`src/rtl/simmem_rdata_responder.sv`:
```
// Simulated-memory R-channel responder: queues AR requests and
// answers each with a capped burst of R beats in acceptance order.
package simmem_pkg;

  localparam int MaxRBurstLen = 4;

  typedef struct packed {
    logic [3:0]  id;
    logic [25:0] addr;
    logic [7:0]  burst_length;
    logic [2:0]  burst_size;
    logic [1:0]  burst_type;
    logic [3:0]  qos;
  } raddr_req_t;

  typedef struct packed {
    logic [3:0]  id;
    logic [15:0] data;
    logic [1:0]  response;
    logic        last;
  } rdata_fields_t;

  typedef union packed {
    rdata_fields_t all_fields;
  } rdata_t;

endpackage

module simmem_rdata_responder
  import simmem_pkg::*;
#(
  parameter int QueueDepth = 4,
  parameter int MaxBeats   = MaxRBurstLen
) (
  input  logic                           clk_i,
  input  logic                           rst_i,
  input  logic                           raddr_in_valid_i,
  output logic                           raddr_in_ready_o,
  input  logic [$bits(raddr_req_t)-1:0]  raddr_i,
  output logic                           rdata_out_valid_o,
  input  logic                           rdata_out_ready_i,
  output logic [$bits(rdata_t)-1:0]      rdata_o,
  output logic [$clog2(QueueDepth+2)-1:0] pending_cnt_o
);

  localparam int PtrW = $clog2(QueueDepth);
  localparam int CntW = $clog2(QueueDepth + 1);
  localparam int PcW  = $clog2(QueueDepth + 2);

  typedef enum logic {
    IDLE,
    BURST
  } state_e;

  state_e state_q, state_d;

  logic [$bits(raddr_req_t)-1:0] mem_q [QueueDepth];
  logic [PtrW-1:0] wptr_q, rptr_q;
  logic [CntW-1:0] cnt_q, cnt_d;

  logic [3:0]  id_q, id_d;
  logic [15:0] base_q, base_d;
  logic [8:0]  nb_q, nb_d;
  logic [8:0]  beat_q, beat_d;

  raddr_req_t head;
  logic [8:0] len9, head_nb;
  logic       full, empty, push, pop;
  logic       last, r_hs;
  rdata_t     beat;

  always_comb begin
    head  = raddr_req_t'(mem_q[rptr_q]);
    full  = (cnt_q == CntW'(QueueDepth));
    empty = (cnt_q == '0);
    push  = raddr_in_valid_i && !rst_i && !full;
    len9  = {1'b0, head.burst_length} + 9'd1;
    // lengths beyond the cap are truncated, not split
    head_nb = (len9 > 9'(MaxBeats)) ? 9'(MaxBeats) : len9;
    last  = (beat_q == nb_q - 9'd1);
    r_hs  = (state_q == BURST) && rdata_out_ready_i;
  end

  always_comb begin
    state_d = state_q;
    id_d    = id_q;
    base_d  = base_q;
    nb_d    = nb_q;
    beat_d  = beat_q;
    pop     = 1'b0;
    unique case (state_q)
      IDLE: begin
        if (!empty) begin
          pop     = 1'b1;
          state_d = BURST;
        end
      end
      BURST: begin
        if (r_hs) begin
          if (!last) begin
            beat_d = beat_q + 9'd1;
          end else if (!empty) begin
            pop = 1'b1;
          end else begin
            state_d = IDLE;
          end
        end
      end
      default: state_d = IDLE;
    endcase
    if (pop) begin
      id_d   = head.id;
      base_d = head.addr[15:0];
      nb_d   = head_nb;
      beat_d = '0;
    end
  end

  always_comb begin
    cnt_d = cnt_q;
    unique case ({push, pop})
      2'b10:   cnt_d = cnt_q + CntW'(1);
      2'b01:   cnt_d = cnt_q - CntW'(1);
      default: cnt_d = cnt_q;
    endcase
  end

  always_ff @(posedge clk_i) begin
    if (push) mem_q[wptr_q] <= raddr_i;
  end

  always_ff @(posedge clk_i) begin
    if (rst_i) begin
      state_q <= IDLE;
      wptr_q  <= '0;
      rptr_q  <= '0;
      cnt_q   <= '0;
      id_q    <= '0;
      base_q  <= '0;
      nb_q    <= 9'd1;
      beat_q  <= '0;
    end else begin
      state_q <= state_d;
      cnt_q   <= cnt_d;
      id_q    <= id_d;
      base_q  <= base_d;
      nb_q    <= nb_d;
      beat_q  <= beat_d;
      if (push) wptr_q <= wptr_q + PtrW'(1);
      if (pop)  rptr_q <= rptr_q + PtrW'(1);
    end
  end

  always_comb begin
    beat                     = '0;
    beat.all_fields.id       = id_q;
    beat.all_fields.data     = base_q + 16'(beat_q);
    beat.all_fields.response = 2'b00;
    beat.all_fields.last     = last;
  end

  assign raddr_in_ready_o  = !rst_i && !full;
  assign rdata_out_valid_o = !rst_i && (state_q == BURST);
  assign rdata_o = rdata_out_valid_o ? beat : '0;
  assign pending_cnt_o = rst_i ? '0 :
    PcW'(cnt_q) + PcW'(state_q == BURST);

endmodule

```
`config.mk`:
```
export PLATFORM = sky130hd
export DESIGN_NAME = simmem_rdata_responder
export DESIGN_NICKNAME = d
export VERILOG_FILES = /design/src/rtl/simmem_rdata_responder.sv
export SDC_FILE = /design/constraint.sdc
export NUM_CORES = 1
export LEC_CHECK = 0
export CELL_PAD_IN_SITES_DETAIL_PLACEMENT = 1
export CELL_PAD_IN_SITES_GLOBAL_PLACEMENT = 2
export CORE_ASPECT_RATIO = 0.6
export CORE_MARGIN = 8
export CORE_UTILIZATION = 30
export CTS_BUF_LIST = sky130_fd_sc_hd__clkbuf_8
export CTS_CLUSTER_DIAMETER = 100
export DETAILED_ROUTE_END_ITERATION = 16
export PLACE_DENSITY = 0.76
export SLEW_MARGIN = 20
export SYNTH_ARGS = -nofsm -noshare
export SYNTH_HDL_FRONTEND = slang
export SYNTH_SLANG_ARGS = --single-unit
```
`constraint.sdc`:
```
create_clock -name clk_i -period 3.6 [get_ports clk_i]
set_clock_uncertainty 0.15 [all_clocks]
set_input_delay 0.36 -clock clk_i [delete_from_list [all_inputs] [get_ports clk_i]]
set_output_delay 0.36 -clock clk_i [all_outputs]
set_load 0.005 [all_outputs]
```
; Yosys cells after proc, flatten, opt, wreduce, memory -nomap -nowiden
; Memories as Yosys holds them, arrays and structs flattened. A register that Yosys moved wholly into a read port is not among the register bits.
; Cells that the tools add are included.
[classes]
add_sub_neg = 9
mul = 0
div = 0
n_lt_le_gt_ge = 1
eq_ne = 4
n_shift = 0
mux = 15
bitwise = 2
reduce_logical = 11
[op_table]
columns = op, count
row1 = $mux 23, 1
row2 = $add 16x9->16, 1
row3 = $add 8x1->9 const B, 1
row4 = $add 9x1->9 const B, 1
row5 = $eq 9x9->1, 1
row6 = $gt 9x3->1 const B, 1
row7 = $mux 9, 1
row8 = $sub 9x1->9 const B, 1
row9 = $mux 1, 7
row10 = $pmux 3 s2, 1
row11 = $logic_and 1x1->1, 5
row12 = $add 2x1->2 const B, 2
row13 = $mux 2, 2
row14 = $pmux 1 s2, 2
row15 = $add 3x1->3, 1
row16 = $add 3x1->3 const B, 1
row17 = $eq 3x3->1 const B, 1
row18 = $logic_not 3->1, 1
row19 = $mux 3, 1
row20 = $reduce_and 3->1, 1
row21 = $sub 3x1->3 const B, 1
row22 = $eq 2x1->1 const B, 1
row23 = $eq 2x2->1 const B, 1
row24 = $logic_not 1->1, 2
row25 = 3 further kinds, 4
[totals]
regBits = 46
latchBits = 0
ramBits = 188
romBits = 0
inputBits = 51
output_inout_bits = 28
word_cells = 51
memories = 1
[mem_list]
columns = memory, words, width, read_ports, rd_clocked_by_memory_dff, wr, line
row1 = mem_q, 4, 47, 1, 1, 1, 57  ; logic [$bits(raddr_req_t)-1:0] mem_q [QueueDepth];

; Longest topological paths before layout
[depth]
depth_word = 7
depth_mapped = 14

; Least setup slack after synthesis
; Ideal clock, no wire load.
[synth_path]
path_kind = reg2reg
start = register nb_q[0]
end = register cnt_q[2]
setup_ps = 71
arrival_ps = 3172
required_ps = 3379
slack_ps = 207
stages_incl_launch_ff = 15
n_path_buf = 0
synth_period_minus_slack_ps = 3393
path_cell_list = dfxtp_1 -> inv_1 -> ha_1 -> nor2b_1 -> or3_1 -> a31o_1 -> nor4_4 -> a41oi_4 -> inv_1 -> ha_1 -> inv_1 -> fa_1 -> xor2_1 -> or3_1 -> a21oi_1
[synth_via]
elab_chain_len = 7
word_cells_on_any_way = 9
[synth_lines]
columns = item, line
row1 = start: declaration, 63  ; logic [8:0] nb_q, nb_d;
row2 = start signal: assignment, 147  ; nb_q <= nb_d;
row3 = $sub 9x1->9 *, 80  ; last = (beat_q == nb_q - 9'd1);
row4 = $eq 9x9->1 *, 80
row5 = $mux 1 *, 100  ; if (!last) begin
row6 = $mux 1 *, 99  ; if (r_hs) begin
row7 = $pmux 1 s2 *, 91  ; unique case (state_q)
row8 = via pop, 68  ; logic full, empty, push, pop;
row9 = $eq 2x1->1 or $eq 2x2->1 (tied branches), 121  ; unique case ({push, pop})
row10 = $pmux 3 s2 or $reduce_bool 2->1 (tied branches), --
row11 = end signal: assignment, 144  ; cnt_q <= cnt_d;
row12 = end: declaration, 59  ; logic [CntW-1:0] cnt_q, cnt_d;
; The timed path passes the listed nets; every way through them passes the cells marked *.
; A chain may end at the register's enable or synchronous reset.

; Final worst setup path
[layout_path]
start = register nb_q[1]
end = output rdata_o[0]
[layout_via]
elab_chain_len = 3
[layout_lines]
columns = item, line
row1 = $sub 9x1->9, 80
row2 = $eq 9x9->1, 80
row3 = $mux 23, 164  ; assign rdata_o = rdata_out_valid_o ? beat : '0;
row4 = end: declaration, 42  ; output logic [$bits(rdata_t)-1:0] rdata_o,
; Every way passes these cells.

==> metrics.sh <==
OUTCOME='finished, final reports clean'
ANTENNA_VIOLATING_NETS_POST_ROUTE=0
PERIOD_MINUS_SLACK_NS=3.45
SYNTH_SEQ_AREA_SHARE_PCT=61.5
WORST-R2R-SETUP-SLACK_NS=0.19
FINALWIRELENGTH_MICRONS=16400
FIRST_GLOBAL_VIAS=4646
MASTER_CELL_OF_THE_CLOCK_ROOT_BUFFER='clkbuf_8'
PATH_CELLS='inv_1 > ha_2 > or3b_2 > nor4_2 > a22oi_2 > nand2_2 > buf_4 > and3_1 > clkdlybuf4s50_1'
LAYOUT.FILLER_CELLS=2410
TIMING.HOLD.WORST.START='id_q[2]'
TIMING.CRITICAL_PATH.ARRIVAL_NS=2.94
YS.FLOP_TYPE='edfxtp_1'
XOR_XNOR_PORTION_OF_THE_SYNTHESIZED_CELL_AREA_PCT=4.61
SETUP.WORST_PATH.START_CLASS='flop'
SYNTH_TOP_AREA_CELL='edfxtp_1'
PRE_CTS_WS_NS=0.0519
TIGHTESTPINTRANSITION_NS=0.565
CRITPATHCAPTURETYPE='primary output'
TIMING.FINAL.MAX_SLEW_VIOLATIONS=0
INITIAL_CORE_UTIL_PCT=30.5
WORST_SKEW_PAIR_LATENCY_NS=0.42
LAYOUT-DRIVE-GT1-SHARE_PCT=16.2
HTREEDEPTH=4
LAYOUT-AREA-OVERHEAD-VS-SYNTH_PCT=20.2
POWER.DENSITY_nW_PER_UM2=642
SIMPLE_GATE_PORTION_OF_THE_SYNTHESIZED_AREA_PCT=9.80
CLOCK-SINKS=160
WORST_HOLD_PATH.ENDPOINT='id_q[2]'
SYNTH_MUX_AREA_SHARE_PCT=12.0
GRT_MAX_DEGREE=36
POST_SYNTH_FA_HA_MAJ_AREA_FRACTION_PCT=4.13
TIMING.CRITICAL_PATH.MAX_DELAY_FAMILY='simple AND/OR/NAND/NOR gates'
SYN_AVG_CELL_AREA_SQ_UM=14.2
PLACEMENT_ROWS=43
MAXCAPVIOLATIONS=0
DIE_H_MICRONS=135
VIA_COUNT=4232
VIAS_PER_CELL=4.72
WORST_SETUP_HOLD_PATH_CLK_SLEW_NS=0.08
TRITONCTS='yes'
IOS=79
SYNTH_TOP_FAMILY_BY_AREA='multiplexers'
MIN_PERIOD_OVER_PERIOD_PCT=95.9
TRITONCTS.NUM_BUFFERS=17
CELLLEAKAGEPOWER_uW=0.00304
FINAL_SETUP_VIOLATIONS=0
SYNTH_ENABLE_FLOP_CELLS=112
TIMING_WORST_SETUP_PATH_TYPE='flop to primary output'
DIE-WIDTH_MICRONS=214
WORST_R2R_STARTPOINT='nb_q[1]'
GLOBAL_ROUTE.OVERFLOW_TOTAL=0
NUMPORTBUFFERS=57
CRIT-REG2REG-CAPTURE='cnt_q[2]'
CELL_WITH_THE_MOST_INSTANCES_AFTER_SYNTHESIS='edfxtp_1'
IR_WORST_VDD_mV=0.270
SETUP_REPAIR_AFTER_GLOBAL_ROUTING_MISSED_ITS_MARGIN='true'
SYNTHTOPCELLSBYCOUNT='edfxtp_1, nor2_1, dfxtp_1'
DETAIL_ROUTE.DRC_VIOLATIONS=0
HOLD_WS_NS=0.343
FLOORPLAN.CORE_AREA_SQ_UM=23100
WORST_HOLD_PATH.NUM_CELLS=2
FF2FF_PATH_DEPTH=15
POST-PLACE-CELLS=863
GRT_ANTENNA_BEFORE_REPAIR=0
CP_MAX_FO=10
TOP_CELLS_BY_AREA_IN_THE_SYNTHESIZED_NETLIST='edfxtp_1, dfxtp_1, mux4_2'
TIMING.CRITICAL_PATH.SLOWEST_CELL_DELAY_NS=0.51
FIRST_PASS_ITERATION_COUNT_OF_THE_DETAILED_ROUTER=5
GRT_FIRST_PASS_WIRELENGTH_MICRONS=25700
WORST_HOLD_PATH_TYPE='flop to flop'
CLOCK_TREE.BUFFER_DEPTH=2
POSTSYNTHREGISTERBITS=160
FINALHOLDVIOLATIONS=0
SYNTHESIS.YOSYS.WARNINGS=0
CP_NUM_BUF_INV=3
NUM_ANTENNA_CELLS=0
FINAL-INSTANCE-COUNT-EXCL-FILL=897
GRT.TOTAL_USAGE_PCT=11.6
SLEW_HEADROOM_PCT=62.3
SYN_INST=497
MAPPEDNETLISTAREA_SQ_UM=7030
REQUIRED_TIME_AT_THE_ENDPOINT_OF_THE_CRITICAL_PATH_NS=3.09
LAYOUT_SETUP_WS_NS=0.147
MAX_CLOCK_FREQ_GHz=0.290
ASYNC_SET_OR_RESET_REGISTER_RATIO_AFTER_SYNTHESIS_PCT=0
DETAILED_ROUTE_ITER0_VIOLATIONS=185
NNETSFINAL=642
SYNTHDOMINANTCELLAREASHARE_PCT=47.8
HPWL_MICRONS=11600
CRITICAL_PATH.SLOWEST_CELL='or3b_2'
DIE-AREA_SQ_UM=28800
SYNTH.LIB_CELLS_USED.DISTINCT=54
DRT-WIRELENGTH-PER-CELL_MICRONS=18.3
ROUTABILITYCONGESTION=0.764
SYNTH_COMPOUND_GATE_AREA_SHARE_PCT=5.48
metrics by stage:
step	area (sq um)	util (%)	TNS (ns)	total power, uW
2_1_floorplan	7040	-	0	3690
5_1_grt	8460	36.6	-0.0505	5760
3_5_place_dp	7990	34.6	0	4200
6_report	8460	36.6	0	5430
4_1_cts	8420	36.5	0	5500
3_3_place_gp	7990	34.6	0	4100
cell families after synthesis:
group           Yosys count
flops                   160
simple gates            137
compound gates           54
mux                      49
xor+xnor                 37
buf+inv                  37
fa+ha+maj                22
other cells               1
how the worst max path moves through the flow:
stage                         start           to  slack [ns]  depth (start not counted)
final                       nb_q[1]   rdata_o[0]        0.15                          9
after global placement      nb_q[1]     cnt_q[2]        0.19                         14
after floorplan             nb_q[0]     cnt_q[2]        0.21                         14
after detailed placement    nb_q[1]     cnt_q[2]        0.05                         14
after CTS                 base_q[0]  rdata_o[17]        0.02                         10
after global routing      beat_q[6]  rdata_o[18]       -0.03                          8
flip-flops by register name, summed over array words and instances (netlist names), named ones only:
name,flops
id_q,4
state_q,1
cnt_q,3
rptr_q,2
base_q,16
beat_q,9
wptr_q,2
mem_q,112
nb_q,9
final cells by class:
cell class	instances	area, sq um	area share [%]
multi-input cells	301	2590	30.7
repair buffers	72	694	8.21
flip-flops and latches	160	4330	51.2
inverters	17	63.8	0.754
well taps	315	394	4.66
clock buffers	20	275	3.25
clock inverters	12	103	1.21
placed cells by master, fill, tap and decap left out, types with 4 or more instances in the layout:
cell             netlist  routed
a31oi_1                4       4
nand3_1               11      11
buf_4                  2      14
dfxtp_1               48      43
and3_1                13      13
nand2_1               12      12
clkbuf_8               0      20
xnor2_1               23      23
clkdlybuf4s50_1        0      54
nor3_1                 6       6
mux4_2                28      28
inv_1                 17      21
o21ai_0                9       8
ha_1                  20      18
or3_1                  8       8
a21oi_1               20      16
dfxtp_2                0       4
xor2_1                14      14
clkinv_2               0       4
and2_1                 9       9
mux2i_1               21      21
nand4_1                5       5
edfxtp_1             112     112
nor2_1                56      56
nor2b_1                5       5
per-layer routing:
metal  wire [microns]  GRT usage, %  vias to the layer above
met5                0             0                        -
met4               68          3.00                        0
met3              656          2.92                        6
met2             7480          18.2                       59
met1             8190          15.9                     2179
li1                 -             -                     1988
timing repair:
action / 4_1_cts / 5_1_grt
hold buffers: 0 / 0
setup endpoints to repair: 8 / 9
buffers inserted: 1 / 1
gates resized for setup: 13 / 12
pin swaps: 2 / 2
power by group:
| group | leakage [uW] | total, uW | switching, uW | internal (uW) |
|---|---|---|---|---|
| Combinational | 0.00141 | 1830 | 973 | 855 |
| Sequential | 0.00141 | 2350 | 177 | 2170 |
| Clock | 0.000216 | 1250 | 595 | 653 |
| Total | 0.00304 | 5430 | 1740 | 3680 |
tightest hold or removal path, delay by kind of cell, from the launching register on:
family / cells / cell delay, ns
flip-flops: 1 / 0.33
multiplexers: 1 / 0.07
AND/OR/NAND/NOR: 1 / 0.07
Power figures use the tool's default switching activity.
